### src/rtl/multiplier_pipe.sv
// Pipelined W x W multiplier (signed/unsigned per transaction) with valid/ready flow control.
// Define MULTIPLIER_PIPE_ACC_EN to add the in_acc port and accumulate into the output register.
module multiplier_pipe #(
    parameter int W = 8
) (
    input  logic             clk,
    input  logic             rst,
    input  logic             in_valid,
    output logic             in_ready,
    input  logic             in_signed,
`ifdef MULTIPLIER_PIPE_ACC_EN
    input  logic             in_acc,
`endif
    input  logic [W-1:0]     in0,
    input  logic [W-1:0]     in1,
    output logic             out_valid,
    input  logic             out_ready,
    output logic [2*W-1:0]   out
);

    localparam int LG = $clog2(W);
    localparam int L  = 2 + LG;
    localparam int P  = 2 * W;

    logic           advance;
    logic           acc_in;
    logic           vld [L];
    logic           sgn [L];
    logic           acc [L];
    logic [W-1:0]   a_q;
    logic [W-1:0]   b_q;
    logic [P-1:0]   a_ext;
    logic [P-1:0]   pp_c [W];
    // tree[0] is the partial-product register; tree[k] holds W>>k sums, tree[LG][0] is out
    logic [P-1:0]   tree [LG+1][W];

`ifdef MULTIPLIER_PIPE_ACC_EN
    assign acc_in = in_acc;
`else
    assign acc_in = 1'b0;
`endif

    assign advance   = !out_valid || out_ready;
    assign in_ready  = advance;
    assign out_valid = vld[L-1];
    assign out       = tree[LG][0];

    // Signed mode: the MSB of in1 carries weight -2^(W-1), so its row is subtracted.
    always_comb begin
        a_ext = sgn[0] ? {{W{a_q[W-1]}}, a_q} : {{W{1'b0}}, a_q};
        for (int i = 0; i < W; i++) begin
            pp_c[i] = b_q[i] ? (a_ext << i) : '0;
        end
        if (sgn[0] && b_q[W-1]) begin
            pp_c[W-1] = -(a_ext << (W-1));
        end
    end

    always_ff @(posedge clk or negedge rst) begin
        if (!rst) begin
            a_q <= '0;
            b_q <= '0;
            for (int s = 0; s < L; s++) begin
                vld[s] <= 1'b0;
                sgn[s] <= 1'b0;
                acc[s] <= 1'b0;
            end
            for (int k = 0; k <= LG; k++) begin
                for (int j = 0; j < W; j++) begin
                    tree[k][j] <= '0;
                end
            end
        end else if (advance) begin
            vld[0] <= in_valid;
            sgn[0] <= in_signed;
            acc[0] <= acc_in;
            a_q    <= in0;
            b_q    <= in1;

            vld[1] <= vld[0];
            sgn[1] <= sgn[0];
            acc[1] <= acc[0];
            for (int i = 0; i < W; i++) begin
                tree[0][i] <= pp_c[i];
            end

            for (int k = 1; k <= LG; k++) begin
                vld[k+1] <= vld[k];
                sgn[k+1] <= sgn[k];
                acc[k+1] <= acc[k];
                if (k < LG) begin
                    for (int j = 0; j < (W >> k); j++) begin
                        tree[k][j] <= tree[k-1][2*j] + tree[k-1][2*j+1];
                    end
                end else if (vld[k]) begin
                    // Final level is the output register; it only moves on a real result.
                    tree[k][0] <= (acc[k] ? tree[k][0] : '0) + tree[k-1][0] + tree[k-1][1];
                end
            end
        end
    end

endmodule

### config.mk
export PLATFORM = sky130hd
export DESIGN_NAME = multiplier_pipe
export DESIGN_NICKNAME = d
export VERILOG_FILES = /design/src/rtl/multiplier_pipe.sv
export SDC_FILE = /design/constraint.sdc
export NUM_CORES = 1
export LEC_CHECK = 0
export BUFFER_PORTS_ARGS = -buffer_cell sky130_fd_sc_hd__buf_2
export CORE_UTILIZATION = 35
export DETAILED_ROUTE_END_ITERATION = 12
export PLACE_DENSITY = 0.58
export RECOVER_POWER = 25
export SYNTH_ARGS = -nofsm -noshare
export SYNTH_HDL_FRONTEND = slang
export SYNTH_SLANG_ARGS = --single-unit
### constraint.sdc
create_clock -name clk -period 2.27 [get_ports clk]
set_clock_uncertainty 0.2 [all_clocks]
set_input_delay 0.1135 -clock clk [delete_from_list [all_inputs] [get_ports clk]]
set_output_delay 0.1135 -clock clk [all_outputs]
set_load 0.02 [all_outputs]
==> flow_metrics.tcl, run 1 <==
set metrics [dict create \
    yosys.area.top_type "dfrtp_1" \
    critical_path_class "register to register" \
    slowest_delay_ps 390 \
    coreArea_mm2 0.02809 \
    power_density_mw_per_mm2 1454 \
    yosysUniqueCellTypes 57 \
    fin_tns_setup_ps -312.8 \
    row_count 61 \
    met2_wirelength_um 10080 \
    antenna_left 0 \
    postSynthCellCount 1106 \
    dr.pass1.iters 5 \
    clock.fmax_mhz 423.0 \
    synth_xor_area_share_pct 4.593 \
    die_h_um 171.9 \
    synth_edf_count 0 \
    synth_compound_gate_area_share_pct 14.04 \
    cts.sinks 190 \
    synth_top_family_by_area "simple AND/OR/NAND/NOR gates" \
    grtUsageTotal_pct 16.20 \
    syn_area_mm2 0.01011 \
    arrival_ps 2480 \
    overflow 0 \
    met1_length_um 11580 \
    violations "capacitance limit, slew limit, setup timing" \
    vias_per_cell 4.850 \
    ys_async_sr_fraction_pct 100.0 \
    min_period_ps 2364 \
    post-route-worst-setup-slack_ps -93.86 \
    yosysWarnings 0 \
    hold_depth 5 \
    p_leak_nw 5.765 \
    crit_required_ps 2390 \
    synth.avg_cell_area_um2 9.139 \
    synth_fp_nets 1203 \
    yosys-top-cells-area "dfrtp_1 47%, nand2_1 10%, ha_1 8.5%" \
    start_util_pct 35.99 \
    hold_viol 0 \
    gp_congestion 0.7826 \
    pin_count 39 \
    worstSetupStartpointType "register" \
    dp_slack_ps -101.5 \
    cts_made_buffers 17 \
    max_slew_margin_pct -9.626 \
    post-route-util_pct 42.29 \
    routed_wirelength_um 22490 \
    nFillCells 2844 \
    die_area_mm2 0.02956 \
    ys_ff_latch 190 \
    register_area_mm2 0.004755 \
    cts_root_buf "clkbuf_16" \
    crit_slowest_cell "dfrtp_1" \
    slew_violations 59 \
    synth_common_cells "276 x nand2_1, 190 x dfrtp_1, 70 x nor2_1" \
    drive_gt1_share_pct 15.63 \
    clkTransAtPathRegs_ps 70 \
    dr.max_layer_used "met4" \
    setup_viol 4 \
    die_w_um 171.9 \
    cts_tree "built" \
    finalCritPeriodShare_pct 104.1 \
    syn_to_final_growth_pct 17.53 \
    grt_max_degree 90 \
    maxCapViolCount 1 \
    nets 1264 \
    r2r_cells 8 \
    vdd_ir_drop_max_v 0.0004579 \
    wl_met3_um 533 \
    drc 0 \
    fin_area_mm2 0.01188 \
    clkLatencyLatePin_ps 440 \
    htreeDepth 4 \
    fin_cells 1555 \
    rsz0062_at_grt "true" \
    grt_pass1_wl_um 37340 \
    yosysMostFrequentCell "nand2_1" \
    multiInputGateArea_mm2 0.005137 \
    vias 7541 \
    place_inst 1493 \
    wl_per_cell_um 14.46 \
    clock_path_buffers 2 \
    numPortBuffers 38 \
    grt_pass1_vias 7263 \
    status "finished with violations" \
    synth_top_area_share_pct 47.04 \
    cp_max_fo 2 \
    cp_num_buf_inv 0 \
    path_depth 8 \
    synthAdderAreaFrac_pct 9.928 \
    tightest_slew_ps 1644 \
    cp-end-kind "register" \
    crit_chain "ha_2 -> fa_2 -> a21o_1 -> a2111oi_4 -> o21bai_1 -> a21oi_1 -> xnor2_1 -> o21ai_1" \
    synthSimpleGateAreaFrac_pct 19.50 \
    drt_iter0_drc 425 \
    place_area_mm2 0.01083 \
    antenna_found_initial 0 \
    num_antenna_cells 0 \
    synthMuxAreaShare_pct 0.7675 \
    hpwl_um 15710 \
    ys.flop_type "dfrtp_1" \
    hold_class "primary input to register" \
    cp_top_family "compound AO/OA/AOI/OAI gates" \
    yosysSeqAreaShare_pct 47.04 \
]
-- per-layer routing --
layer,up-vias,global-route usage [%]
met5,-,0
met4,0,5.310
met3,19,2.678
met2,87,25.00
met1,3564,23.01
li1,3871,-
-- placed cells by master (no fill, tap or decap), types with 19 or more instances in the layout --
master,n
buf_2,37
dfrtp_1,190
inv_1,20
nand2_1,276
dlygate4sd3_1,19
ha_1,61
buf_4,51
xnor2_1,20
nand3_1,61
o21ai_0,57
nor2_1,69
xor2_1,31
a21oi_1,44
-- power by group --
part / switching (mW) / internal (mW)
Combinational: 4.70 / 3.68
Clock: 1.31 / 1.73
Sequential: 1.02 / 4.82
Total: 7.03 / 10.2
-- flip-flops by register name (all words and copies together) (netlist names) --
signal,flops
b_q,8
vld,4
out_valid,1
tree,152
sgn,1
out,16
a_q,8
-- worst reg2reg max path, delay by kind of cell, from the launching register on --
kind / cells / cell delay [ps]
AO/OA/AOI/OAI: 5 / 960
XOR/XNOR: 1 / 130
adder cells (fa/ha/maj): 2 / 570
flip-flops: 1 / 390
-- cell families (layout without fill, tap and decap cells) --
family | after synthesis | count (layout)
buf+inv | 94 | 165
xor+xnor | 53 | 53
simple gates | 467 | 467
compound gates | 219 | 219
flops | 190 | 190
fa+ha+maj | 76 | 76
mux | 7 | 7
-- path summary, 6_finish.rpt --
path | end | startpoint | slack, ps
min | tree[408] | out_ready | 30
max | tree[335] | tree[407] | -90
max in group asynchronous | tree[242] | rst | 370
min reg2reg | tree[241] | tree[241] | 270
min in group asynchronous | tree[332] | rst | 430
max reg2reg | tree[335] | tree[407] | -90
-- per-stage QoR --
step | hold WS (ps) | power (mW)
2_1_floorplan | -382.1 | 11.73
5_1_grt | 75.60 | 18.81
4_1_cts | 21.70 | 17.05
6_report | 28.43 | 17.27
3_3_place_gp | -57.29 | 13.66
3_5_place_dp | -54.19 | 13.80
-- repair_timing --
| item | CTS | global route |
|---|---|---|
| cloned | 0 | 0 |
| hold buffers | 19 | 0 |
| hold endpoints to repair | 208 | 0 |
| gates resized for setup | 11 | 37 |
| setup endpoints to repair | 11 | 31 |
| setup buffers | 2 | 12 |
| pin swaps | 10 | 39 |
-- layout make-up --
class / instances / area share [%]
clock inverters: 11 / 1.327
well taps: 378 / 3.981
repair buffers: 113 / 7.057
multi-input cells: 822 / 43.25
inverters: 23 / 0.7478
flip-flops and latches: 190 / 40.03
clock buffers: 18 / 3.613
No activity file was read; power rests on OpenSTA's default activity.
==> inputs of run 2 (changes only) <==
--- a/config.mk
+++ b/config.mk
@@ -8,7 +8,7 @@
 export BUFFER_PORTS_ARGS = -buffer_cell sky130_fd_sc_hd__buf_2
 export CORE_UTILIZATION = 35
 export DETAILED_ROUTE_END_ITERATION = 12
-export PLACE_DENSITY = 0.58
+export PLACE_DENSITY = 0.56
 export RECOVER_POWER = 25
 export SYNTH_ARGS = -nofsm -noshare
 export SYNTH_HDL_FRONTEND = slang
==> constraint.sdc (replaced) <==
create_clock -name clk -period 3 [get_ports clk]
set_clock_uncertainty 0.2 [all_clocks]
set_input_delay 0.15 -clock clk [delete_from_list [all_inputs] [get_ports clk]]
set_output_delay 0.15 -clock clk [all_outputs]
set_load 0.02 [all_outputs]
==> flow_metrics.tcl, run 2 (synthesis results as in run 1) <==
set metrics [dict create \
    vias 7316 \
    clkLatencyLatePin_ps 430 \
    use_met3_pct 2.197 \
    max_slew_margin_pct -26.64 \
    top_register "tree" \
    start_util_pct 35.99 \
    die_h_um 171.9 \
    fin_tns_setup_ps 0 \
    nets 1219 \
    critical_path_class "register to register" \
    grt_pass1_vias 7000 \
    top_usage_layer "met1" \
    regToRegStartpoint "tree[451]" \
    antenna_found_initial 0 \
    ff2ff_setup_slack_ps 450 \
    wl_per_cell_um 14.55 \
    cts_tree "built" \
    min_period_ps 2554 \
    status "finished with violations" \
    clock.fmax_mhz 391.5 \
    place_area_mm2 0.01057 \
    clock_path_buffers 2 \
    vdd_ir_drop_max_v 0.0003653 \
    drive_gt1_share_pct 8.722 \
    setup_viol 0 \
    p_leak_nw 5.518 \
    tightest_slew_ps 1900 \
    met2_usage_pct 24.02 \
    finalCritPeriodShare_pct 85.15 \
    slowest_delay_ps 430 \
    drc 0 \
    largest_register_ffs 152 \
    htreeDepth 4 \
    crit_slowest_cell "fa_1" \
    grt_pass1_wl_um 36930 \
    hold_depth 4 \
    overflow 0 \
    syn_to_final_growth_pct 11.71 \
    mostFrequentLayoutCells "276 x nand2_1, 190 x dfrtp_1, 70 x nor2_1" \
    cp-end-kind "register" \
    gp_congestion 0.7918 \
    pin_count 39 \
    hold_viol 0 \
    antenna_left 0 \
    worstSetupStartpointType "register" \
    grt_max_degree 166 \
    hp-start "out_ready" \
    die_w_um 171.9 \
    cts_resized 0 \
    numPortBuffers 38 \
    r2r_cells 8 \
    reg2reg_to "tree[363]" \
    fin_area_mm2 0.01129 \
    hpwl_um 15190 \
    drt_iter0_drc 397 \
    routed_wirelength_um 22010 \
    rsz0062_at_grt "false" \
    cts.sinks 190 \
    die_area_mm2 0.02956 \
    grtUsageTotal_pct 16.08 \
    grt_use_met1_pct 24.06 \
    cp_max_fo 3 \
    clkTransAtPathRegs_ps 70 \
    coreArea_mm2 0.02809 \
    power_density_mw_per_mm2 1092 \
    hold_class "primary input to register" \
    crit_chain "ha_1 -> fa_1 -> a21oi_2 -> o21ai_2 -> or4_1 -> a31oi_2 -> xor2_1 -> o21ai_0" \
    maxCapViolCount 1 \
    num_antenna_cells 0 \
    vias_per_cell 4.835 \
    row_count 61 \
    hold_end "out_valid" \
    cts_root_buf "clkbuf_16" \
    slew_violations 72 \
    crit_required_ps 3070 \
    dr.pass1.iters 5 \
    arrival_ps 2630 \
    cts_made_buffers 17 \
    violations "capacitance limit, slew limit" \
    layout_commonest_cell "nand2_1" \
]
-- run 2: critical path, delay by kind of cell (launching register included) --
family / cells / cell delay [ps]
AOI/OAI and AO/OA: 4 / 570
xor gates and xnor gates: 1 / 150
adders and majority gates: 2 / 670
DFF: 1 / 380
and+or+nand+nor: 1 / 420
-- run 2: area by class of cell --
cell class                 count  area, um^2
clock inverter                13       106.4
inverter                      23       88.84
multi-input combinational    822        4942
sequential                   190        4755
timing repair buffer          68       483.0
fill                        2926       16800
tap                          378       473.0
clock buffer                  19       442.9
-- run 2: what timing repair did --
item / CTS / global route
hold buffers: 19 / 0
setup buffers: 0 / 0
endpoints found under the hold margin: 85 / 0
-- run 2: report_power, final --
part,leakage (nW),internal [mW],switching (mW)
clock,0.272,1.11,1.04
sequential,2.40,3.64,0.896
combinational,2.84,2.42,3.23
-- run 2: how the worst max path moves through the flow --
stage / startpoint / endpoint / slack (ps) / cells past startpoint
after floorplan: tree[451] / tree[363] / 590 / 8
after global placement: tree[451] / tree[363] / 460 / 8
after detailed placement: tree[451] / tree[363] / 440 / 8
after CTS: tree[451] / tree[363] / 420 / 8
after global routing: tree[467] / tree[363] / 300 / 8
final: tree[451] / tree[363] / 450 / 8
-- run 2: routing by layer --
layer | vias up | wire length (um)
met5 | - | 0
met4 | 0 | 221
met1 | 3422 | 11820
met3 | 14 | 505
li1 | 3784 | -
met2 | 96 | 9464
-- run 2: stage by stage --
stage               utilization (%)  total power [mW]  std cells  setup slack [ps]  hold WS, ps
floorplan                         -             8.868       1106             587.9       -345.6
global placement              37.62             10.15       1462             457.1        11.56
detailed placement            37.62             10.26       1462             438.8        14.68
CTS                           40.25             12.48       1513             424.4        42.19
global route                  40.20             13.46       1513             298.0        82.66
finish                        40.20             12.33       1513             445.6        56.20
